--- src/rtl/approx_mult_pkg.sv ---
// Shared widths, defaults, run states and the |a-b| helper for the
// approximate-multiplier error monitor.
package approx_mult_pkg;

    localparam int OP_W      = 8;
    localparam int PROD_W    = 16;
    localparam int DIFF_W    = PROD_W + 1;
    localparam int CNT_W_DEF = 16;
    localparam int ACC_W_DEF = 32;

    typedef enum logic [1:0] {
        ST_IDLE  = 2'd0,
        ST_RUN   = 2'd1,
        ST_DRAIN = 2'd2,
        ST_DONE  = 2'd3
    } mon_state_t;

    function automatic logic [PROD_W-1:0] abs_diff(input logic [PROD_W-1:0] x,
                                                   input logic [PROD_W-1:0] y);
        logic [PROD_W-1:0] r;
        if (x >= y) begin
            r = x - y;
        end else begin
            r = y - x;
        end
        return r;
    endfunction

endpackage

--- src/rtl/approx_err_pipe.sv ---
// Two-stage error pipeline: S1 captures approx and the exact product,
// S2 produces signed diff, error distance and mismatch flag.
module approx_err_pipe
    import approx_mult_pkg::*;
(
    input  logic              CLK,
    input  logic              RST_N,
    input  logic              in_fire,
    input  logic [OP_W-1:0]   in_a,
    input  logic [OP_W-1:0]   in_b,
    input  logic [PROD_W-1:0] in_approx,
    output logic              s1_valid,
    output logic              s2_valid,
    output logic [DIFF_W-1:0] s2_diff,
    output logic [PROD_W-1:0] s2_ed,
    output logic              s2_mismatch
);

    logic              s1_valid_r;
    logic [PROD_W-1:0] s1_approx_r;
    logic [PROD_W-1:0] s1_exact_r;
    logic              s2_valid_r;
    logic [DIFF_W-1:0] s2_diff_r;
    logic [PROD_W-1:0] s2_ed_r;
    logic              s2_mismatch_r;

    // Stage 1: capture the accepted triple and the exact product
    always_ff @(posedge CLK) begin
        if (!RST_N) begin
            s1_valid_r  <= 1'b0;
            s1_approx_r <= '0;
            s1_exact_r  <= '0;
        end else begin
            s1_valid_r <= in_fire;
            if (in_fire) begin
                s1_approx_r <= in_approx;
                s1_exact_r  <= PROD_W'(in_a) * PROD_W'(in_b);
            end
        end
    end

    // Stage 2: signed error, its magnitude and the mismatch flag
    always_ff @(posedge CLK) begin
        if (!RST_N) begin
            s2_valid_r    <= 1'b0;
            s2_diff_r     <= '0;
            s2_ed_r       <= '0;
            s2_mismatch_r <= 1'b0;
        end else begin
            s2_valid_r <= s1_valid_r;
            if (s1_valid_r) begin
                s2_diff_r     <= {1'b0, s1_approx_r} - {1'b0, s1_exact_r};
                s2_ed_r       <= abs_diff(s1_approx_r, s1_exact_r);
                s2_mismatch_r <= (s1_approx_r != s1_exact_r);
            end
        end
    end

    assign s1_valid    = s1_valid_r;
    assign s2_valid    = s2_valid_r;
    assign s2_diff     = s2_diff_r;
    assign s2_ed       = s2_ed_r;
    assign s2_mismatch = s2_mismatch_r;

endmodule

--- src/rtl/approx_mult_error_monitor.sv ---
// Run-based error statistics for an 8x8 approximate multiplier: FSM,
// sample counter and saturating accumulators around approx_err_pipe.
module approx_mult_error_monitor
    import approx_mult_pkg::*;
#(
    parameter int CNT_W = CNT_W_DEF,
    parameter int ACC_W = ACC_W_DEF
) (
    input  logic              CLK,
    input  logic              RST_N,
    input  logic              start,
    input  logic [CNT_W-1:0]  num_samples,
    input  logic              in_valid,
    output logic              in_ready,
    input  logic [OP_W-1:0]   in_a,
    input  logic [OP_W-1:0]   in_b,
    input  logic [PROD_W-1:0] in_approx,
    output logic              busy,
    output logic              done,
    output logic [CNT_W-1:0]  err_count,
    output logic [ACC_W-1:0]  sum_ed,
    output logic [ACC_W-1:0]  sum_err,
    output logic [PROD_W-1:0] max_ed,
    output logic              sat
);

    mon_state_t        state_r, state_nx_s;
    logic              in_ready_r, busy_r, done_r, sat_r;
    logic [CNT_W-1:0]  num_lat_r, acc_cnt_r, err_count_r;
    logic [ACC_W-1:0]  sum_ed_r, sum_err_r;
    logic [PROD_W-1:0] max_ed_r;
    logic              fire_s, last_s, clr_s;
    logic              s1_valid_s, s2_valid_s, s2_mismatch_s;
    logic [DIFF_W-1:0] s2_diff_s;
    logic [PROD_W-1:0] s2_ed_s;
    logic [ACC_W:0]    diff_ext_s, sum_ed_ext_s, sum_err_ext_s;
    logic [ACC_W-1:0]  sum_ed_nx_s, sum_err_nx_s;
    logic              ed_ovf_s, err_ovf_s;

    assign fire_s = in_valid & in_ready_r;
    assign last_s = ((acc_cnt_r + CNT_W'(1)) == num_lat_r);

    approx_err_pipe u_pipe (
        .CLK         (CLK),
        .RST_N       (RST_N),
        .in_fire     (fire_s),
        .in_a        (in_a),
        .in_b        (in_b),
        .in_approx   (in_approx),
        .s1_valid    (s1_valid_s),
        .s2_valid    (s2_valid_s),
        .s2_diff     (s2_diff_s),
        .s2_ed       (s2_ed_s),
        .s2_mismatch (s2_mismatch_s)
    );

    // Next-state decode; the final sample leaves S2 when S1 is already empty
    always_comb begin
        state_nx_s = state_r;
        clr_s      = 1'b0;
        case (state_r)
            ST_IDLE, ST_DONE: begin
                if (start) begin
                    clr_s = 1'b1;
                    if (num_samples != '0) begin
                        state_nx_s = ST_RUN;
                    end else begin
                        state_nx_s = ST_DONE;
                    end
                end else begin
                    state_nx_s = state_r;
                end
            end
            ST_RUN: begin
                if (fire_s && last_s) begin
                    state_nx_s = ST_DRAIN;
                end else begin
                    state_nx_s = ST_RUN;
                end
            end
            ST_DRAIN: begin
                if (s2_valid_s && !s1_valid_s) begin
                    state_nx_s = ST_DONE;
                end else begin
                    state_nx_s = ST_DRAIN;
                end
            end
            default: state_nx_s = ST_IDLE;
        endcase
    end

    // State register with status outputs decoded from the next state
    always_ff @(posedge CLK) begin
        if (!RST_N) begin
            state_r    <= ST_IDLE;
            in_ready_r <= 1'b0;
            busy_r     <= 1'b0;
            done_r     <= 1'b0;
        end else begin
            state_r    <= state_nx_s;
            in_ready_r <= (state_nx_s == ST_RUN);
            busy_r     <= (state_nx_s == ST_RUN) || (state_nx_s == ST_DRAIN);
            done_r     <= (state_nx_s == ST_DONE);
        end
    end

    // Saturating sums: one extra bit exposes the carry / signed overflow
    always_comb begin
        diff_ext_s    = (ACC_W+1)'(signed'(s2_diff_s));
        sum_ed_ext_s  = {1'b0, sum_ed_r} + (ACC_W+1)'(s2_ed_s);
        sum_err_ext_s = {sum_err_r[ACC_W-1], sum_err_r} + diff_ext_s;
        ed_ovf_s      = sum_ed_ext_s[ACC_W];
        err_ovf_s     = sum_err_ext_s[ACC_W] ^ sum_err_ext_s[ACC_W-1];
        if (ed_ovf_s) begin
            sum_ed_nx_s = {ACC_W{1'b1}};
        end else begin
            sum_ed_nx_s = sum_ed_ext_s[ACC_W-1:0];
        end
        if (!err_ovf_s) begin
            sum_err_nx_s = sum_err_ext_s[ACC_W-1:0];
        end else if (sum_err_ext_s[ACC_W]) begin
            sum_err_nx_s = {1'b1, {(ACC_W-1){1'b0}}};
        end else begin
            sum_err_nx_s = {1'b0, {(ACC_W-1){1'b1}}};
        end
    end

    // Run counters and statistics; an honoured start clears the previous run
    always_ff @(posedge CLK) begin
        if (!RST_N) begin
            num_lat_r   <= '0;
            acc_cnt_r   <= '0;
            err_count_r <= '0;
            sum_ed_r    <= '0;
            sum_err_r   <= '0;
            max_ed_r    <= '0;
            sat_r       <= 1'b0;
        end else if (clr_s) begin
            num_lat_r   <= num_samples;
            acc_cnt_r   <= '0;
            err_count_r <= '0;
            sum_ed_r    <= '0;
            sum_err_r   <= '0;
            max_ed_r    <= '0;
            sat_r       <= 1'b0;
        end else begin
            if (fire_s) begin
                acc_cnt_r <= acc_cnt_r + CNT_W'(1);
            end
            if (s2_valid_s) begin
                err_count_r <= err_count_r + CNT_W'(s2_mismatch_s);
                sum_ed_r    <= sum_ed_nx_s;
                sum_err_r   <= sum_err_nx_s;
                sat_r       <= sat_r | ed_ovf_s | err_ovf_s;
                if (s2_ed_s > max_ed_r) begin
                    max_ed_r <= s2_ed_s;
                end
            end
        end
    end

    assign in_ready  = in_ready_r;
    assign busy      = busy_r;
    assign done      = done_r;
    assign err_count = err_count_r;
    assign sum_ed    = sum_ed_r;
    assign sum_err   = sum_err_r;
    assign max_ed    = max_ed_r;
    assign sat       = sat_r;

endmodule

--- config.mk ---
export PLATFORM = sky130hd
export DESIGN_NAME = approx_mult_error_monitor
export DESIGN_NICKNAME = d
export VERILOG_FILES = /design/src/rtl/approx_mult_pkg.sv /design/src/rtl/approx_err_pipe.sv /design/src/rtl/approx_mult_error_monitor.sv
export SDC_FILE = /design/constraint.sdc
export NUM_CORES = 1
export LEC_CHECK = 0
export BUFFER_PORTS_ARGS = -buffer_cell sky130_fd_sc_hd__buf_2
export CORE_AREA = 3 3 228 230
export DETAILED_ROUTE_END_ITERATION = 16
export DIE_AREA = 0 0 231 233
export PLACE_DENSITY_LB_ADDON = 0.15
export SLEW_MARGIN = 20
export SYNTH_ARGS = -nofsm -noshare
export SYNTH_HDL_FRONTEND = slang
export SYNTH_SLANG_ARGS = --single-unit
--- constraint.sdc ---
create_clock -name CLK -period 6.2 [get_ports CLK]
set_input_delay 1.24 -clock CLK [delete_from_list [all_inputs] [get_ports CLK]]
set_output_delay 1.24 -clock CLK [all_outputs]
set_load 0.005 [all_outputs]
==> results.cfg <==
[status]
status = completed

[hold_path]
whs_path_depth = 2
worstHoldStart = num_lat_r[3]
min_path_type = register to register
hold-path-endpoint = num_lat_r[3]

[drt]
ant_nets = 0
firstDrtPassIters = 5
drc_errors = 0
vias_per_cell = 4.93
wl_mm = 42.0
first_iter_violations = 625
num_vias = 13000
wire_per_inst_um = 15.9

[yosys]
synth-edff-count = 0
synth-seq-cells = 201
syn_area_sq_mm = 0.0150
synthArstFlopShare_pct = 0
synth_cell_type_count = 84
ys_warn_count = 0
syn_inst = 1854
synthesis.nets = 2084
syn_avg_cell_area_sq_um = 8.07
seq_area_frac_synth_pct = 26.9
synth_ff_type = dfxtp_1

[worst_setup_path]
cp_slowest_stage_delay_ps = 530
cp.required_ps = 6660
path_cells = buf_2 -> and2_1 -> fa_1 -> fa_1 -> ha_1 -> inv_1 -> fa_1 -> inv_1 -> ha_1 -> a21oi_1 -> o21ai_0 -> a211oi_1 -> nor3_1 -> o31ai_1 -> xnor2_1 -> nand2_1 -> a21oi_1
r2r_start = u_pipe.s2_diff[1]
crit_path_end_kind = register
r2r-end = sum_err[24]
worstSetupStartpointType = input pin
path_class = input pin to register
slowest_stage = fa_1
crit_path_frequent_cell = fa_1
path_max_fanout = 8
cp.arrival_ps = 5310
reg2reg_depth = 10
rrSetupSlack_ps = 2260

[clock_network]
cts_tree = done
cts.sinks = 201
cts_hold_buf = 0
numCtsBuffers = 25
postCtsSetupRepairBufs = 0
clk_pin_slew_worst_paths_ps = 60
ctsHtreeMaxLevel = 1
clockBufferDepth = 3
insertion_delay_ps = 540
clockRootBuffer = clkbuf_16
cts_resized = 0

[run]
cap_violations = 0

[timing]
fin_crit_ps = 4850
fmaxAchievable_ghz = 0.206
slew_headroom_pct = 26.8
hold_violations = 0
rsz0062_at_grt = false
worst_pin_slew_ps = 1100
tns_ps = 0
clock_skew_ps = 17.7
report.final.slew_viol_count = 0
finalCritPeriodShare_pct = 78.2
finalSetupViolCount = 0
fin_ws_ps = 1350

[placed_design]
dp_hpwl_mm = 32.1
place.gp.congestion = 0.857
portBuffers = 151
dp_slack_ps = 782

[floorplan]
ios = 152
initial_core_util_pct = 29.9
die_w_um = 231
core_area_sq_mm = 0.0501
die_y_um = 233
die-area_sq_mm = 0.0538
rows = 82

[finish]
layout_common_cells = dfxtp_1 (199), a21oi_1 (180), nand2_1 (170)
layout_commonest_cell = dfxtp_1
drive_above_1_share_pct = 13.5
seq_area_sq_mm = 0.00403
synthToLayoutAreaGrowth_pct = 14.2
multi_input_area_sq_mm = 0.0100
fillers = 5450
layout.nets = 2184

[power]
peakVddDrop_mv = 0.257
power.density_mw_per_mm2 = 315
leakagePower_nw = 7.28

[global_routing]
overflow = 0
grt_usage_pct = 15.2
antenna_found_initial = 4
grt_max_degree = 76
grt_pass1_wl_mm = 67.4
grt_pass1_vias = 12500
-- logic make-up after synthesis --
kind of cell | after synthesis | share of synthesized area, %
fa+ha+maj | 201 | 18.6
compound gates | 497 | 20.4
mux | 23 | 1.55
xor+xnor | 118 | 7.04
simple gates | 586 | 19.5
buf+inv | 228 | 6.07
flops | 201 | 26.9
-- routing by layer --
metal	share of wire [%]	wire, um	global-route usage (%)	vias up
li1	-	-	-	6653
met1	50	20900	21.7	6116
met2	45	18700	24.7	208
met3	3.7	1570	1.65	45
met4	1.9	808	3.62	4
met5	0.057	24	0	-
-- sequential cells by signal (all words and copies together), names as in the netlist, 2 cells and up --
| register | flops |
|---|---|
| sum_ed | 32 |
| sum_err | 32 |
| acc_cnt_r | 16 |
| err_count | 16 |
| max_ed | 16 |
| num_lat_r | 16 |
| u_pipe.s1_approx_r | 16 |
| u_pipe.s1_exact_r | 16 |
| u_pipe.s2_diff | 16 |
| u_pipe.s2_ed | 16 |
| state_r | 2 |
-- metrics by stage --
stage	util [%]	instance area (sq um)	std cells	total power (W)	hold WS, ps
detailed placement	32.5	16300	2599	0.00394	469
global route	34.1	17100	2641	0.00580	497
CTS	34.1	17100	2641	0.00547	477
global placement	32.5	16300	2599	0.00392	461
floorplan	-	15000	1854	0.00335	440
finish	34.1	17100	2643	0.00537	474
-- area by class of cell --
type	instances	area share, %
multi-input cells	1425	58.8
inverters	139	3.05
flip-flops and latches	201	23.6
clock buffers	33	4.01
diodes	2	0.0293
well taps	672	4.92
clock inverters	9	0.747
repair buffers	162	4.91
-- synthesized netlist by cell type (all sizes together), types with 5 or more instances --
cell type,n,share of area (%)
xnor2,67,4.0
nor4b,5,0.33
a31o,6,0.41
o31ai,6,0.30
mux2i,22,1.5
nand2b,19,0.79
nand3b,6,0.30
a31oi,23,0.96
nor3,33,1.1
nand3,56,1.9
o21bai,7,0.35
nor4,8,0.33
inv,139,3.5
and2,62,2.6
maj3,23,1.7
dfxtp,201,27
a21o,48,2.4
clkbuf,75,1.9
nand2,171,4.3
nor2b,26,1.1
and3,15,0.63
nand4,23,0.96
or3,13,0.54
xor2,51,3.0
ha,138,12
a21oi,181,6.1
o21ai,141,4.8
or3b,7,0.41
o21a,13,0.66
a211o,5,0.29
buf,14,0.69
a311oi,5,0.29
and4,7,0.41
a211oi,21,1.1
nor2,117,3.0
or2,12,0.50
fa,40,5.4
-- worst max path at each step --
stage          slack, ps               endpoint  depth (start not counted)    start
3_3_place_gp         810  u_pipe.s1_exact_r[15]                         18  in_b[4]
6_report            1350  u_pipe.s1_exact_r[14]                         17  in_b[4]
2_1_floorplan       1270  u_pipe.s1_exact_r[15]                         15  in_a[3]
4_1_cts             1340  u_pipe.s1_exact_r[15]                         18  in_b[4]
5_1_grt             1100  u_pipe.s1_exact_r[15]                         18  in_b[4]
3_5_place_dp         780  u_pipe.s1_exact_r[15]                         18  in_b[4]
-- critical path, delay by kind of cell --
family / cells / cell delay [ps]
AO/OA/AOI/OAI: 5 / 1200
XOR/XNOR: 1 / 150
AND/OR/NAND/NOR: 3 / 410
adder cells (fa/ha/maj): 5 / 2080
buffers and inverters: 3 / 220
-- report_power, final --
| part | internal (W) | switching, W |
|---|---|---|
| logic | 0.000969 | 0.00141 |
| registers | 0.00140 | 0.000101 |
| clock network | 0.000897 | 0.000595 |
| total | 0.00326 | 0.00211 |
(Power assumes the default switching activity.)
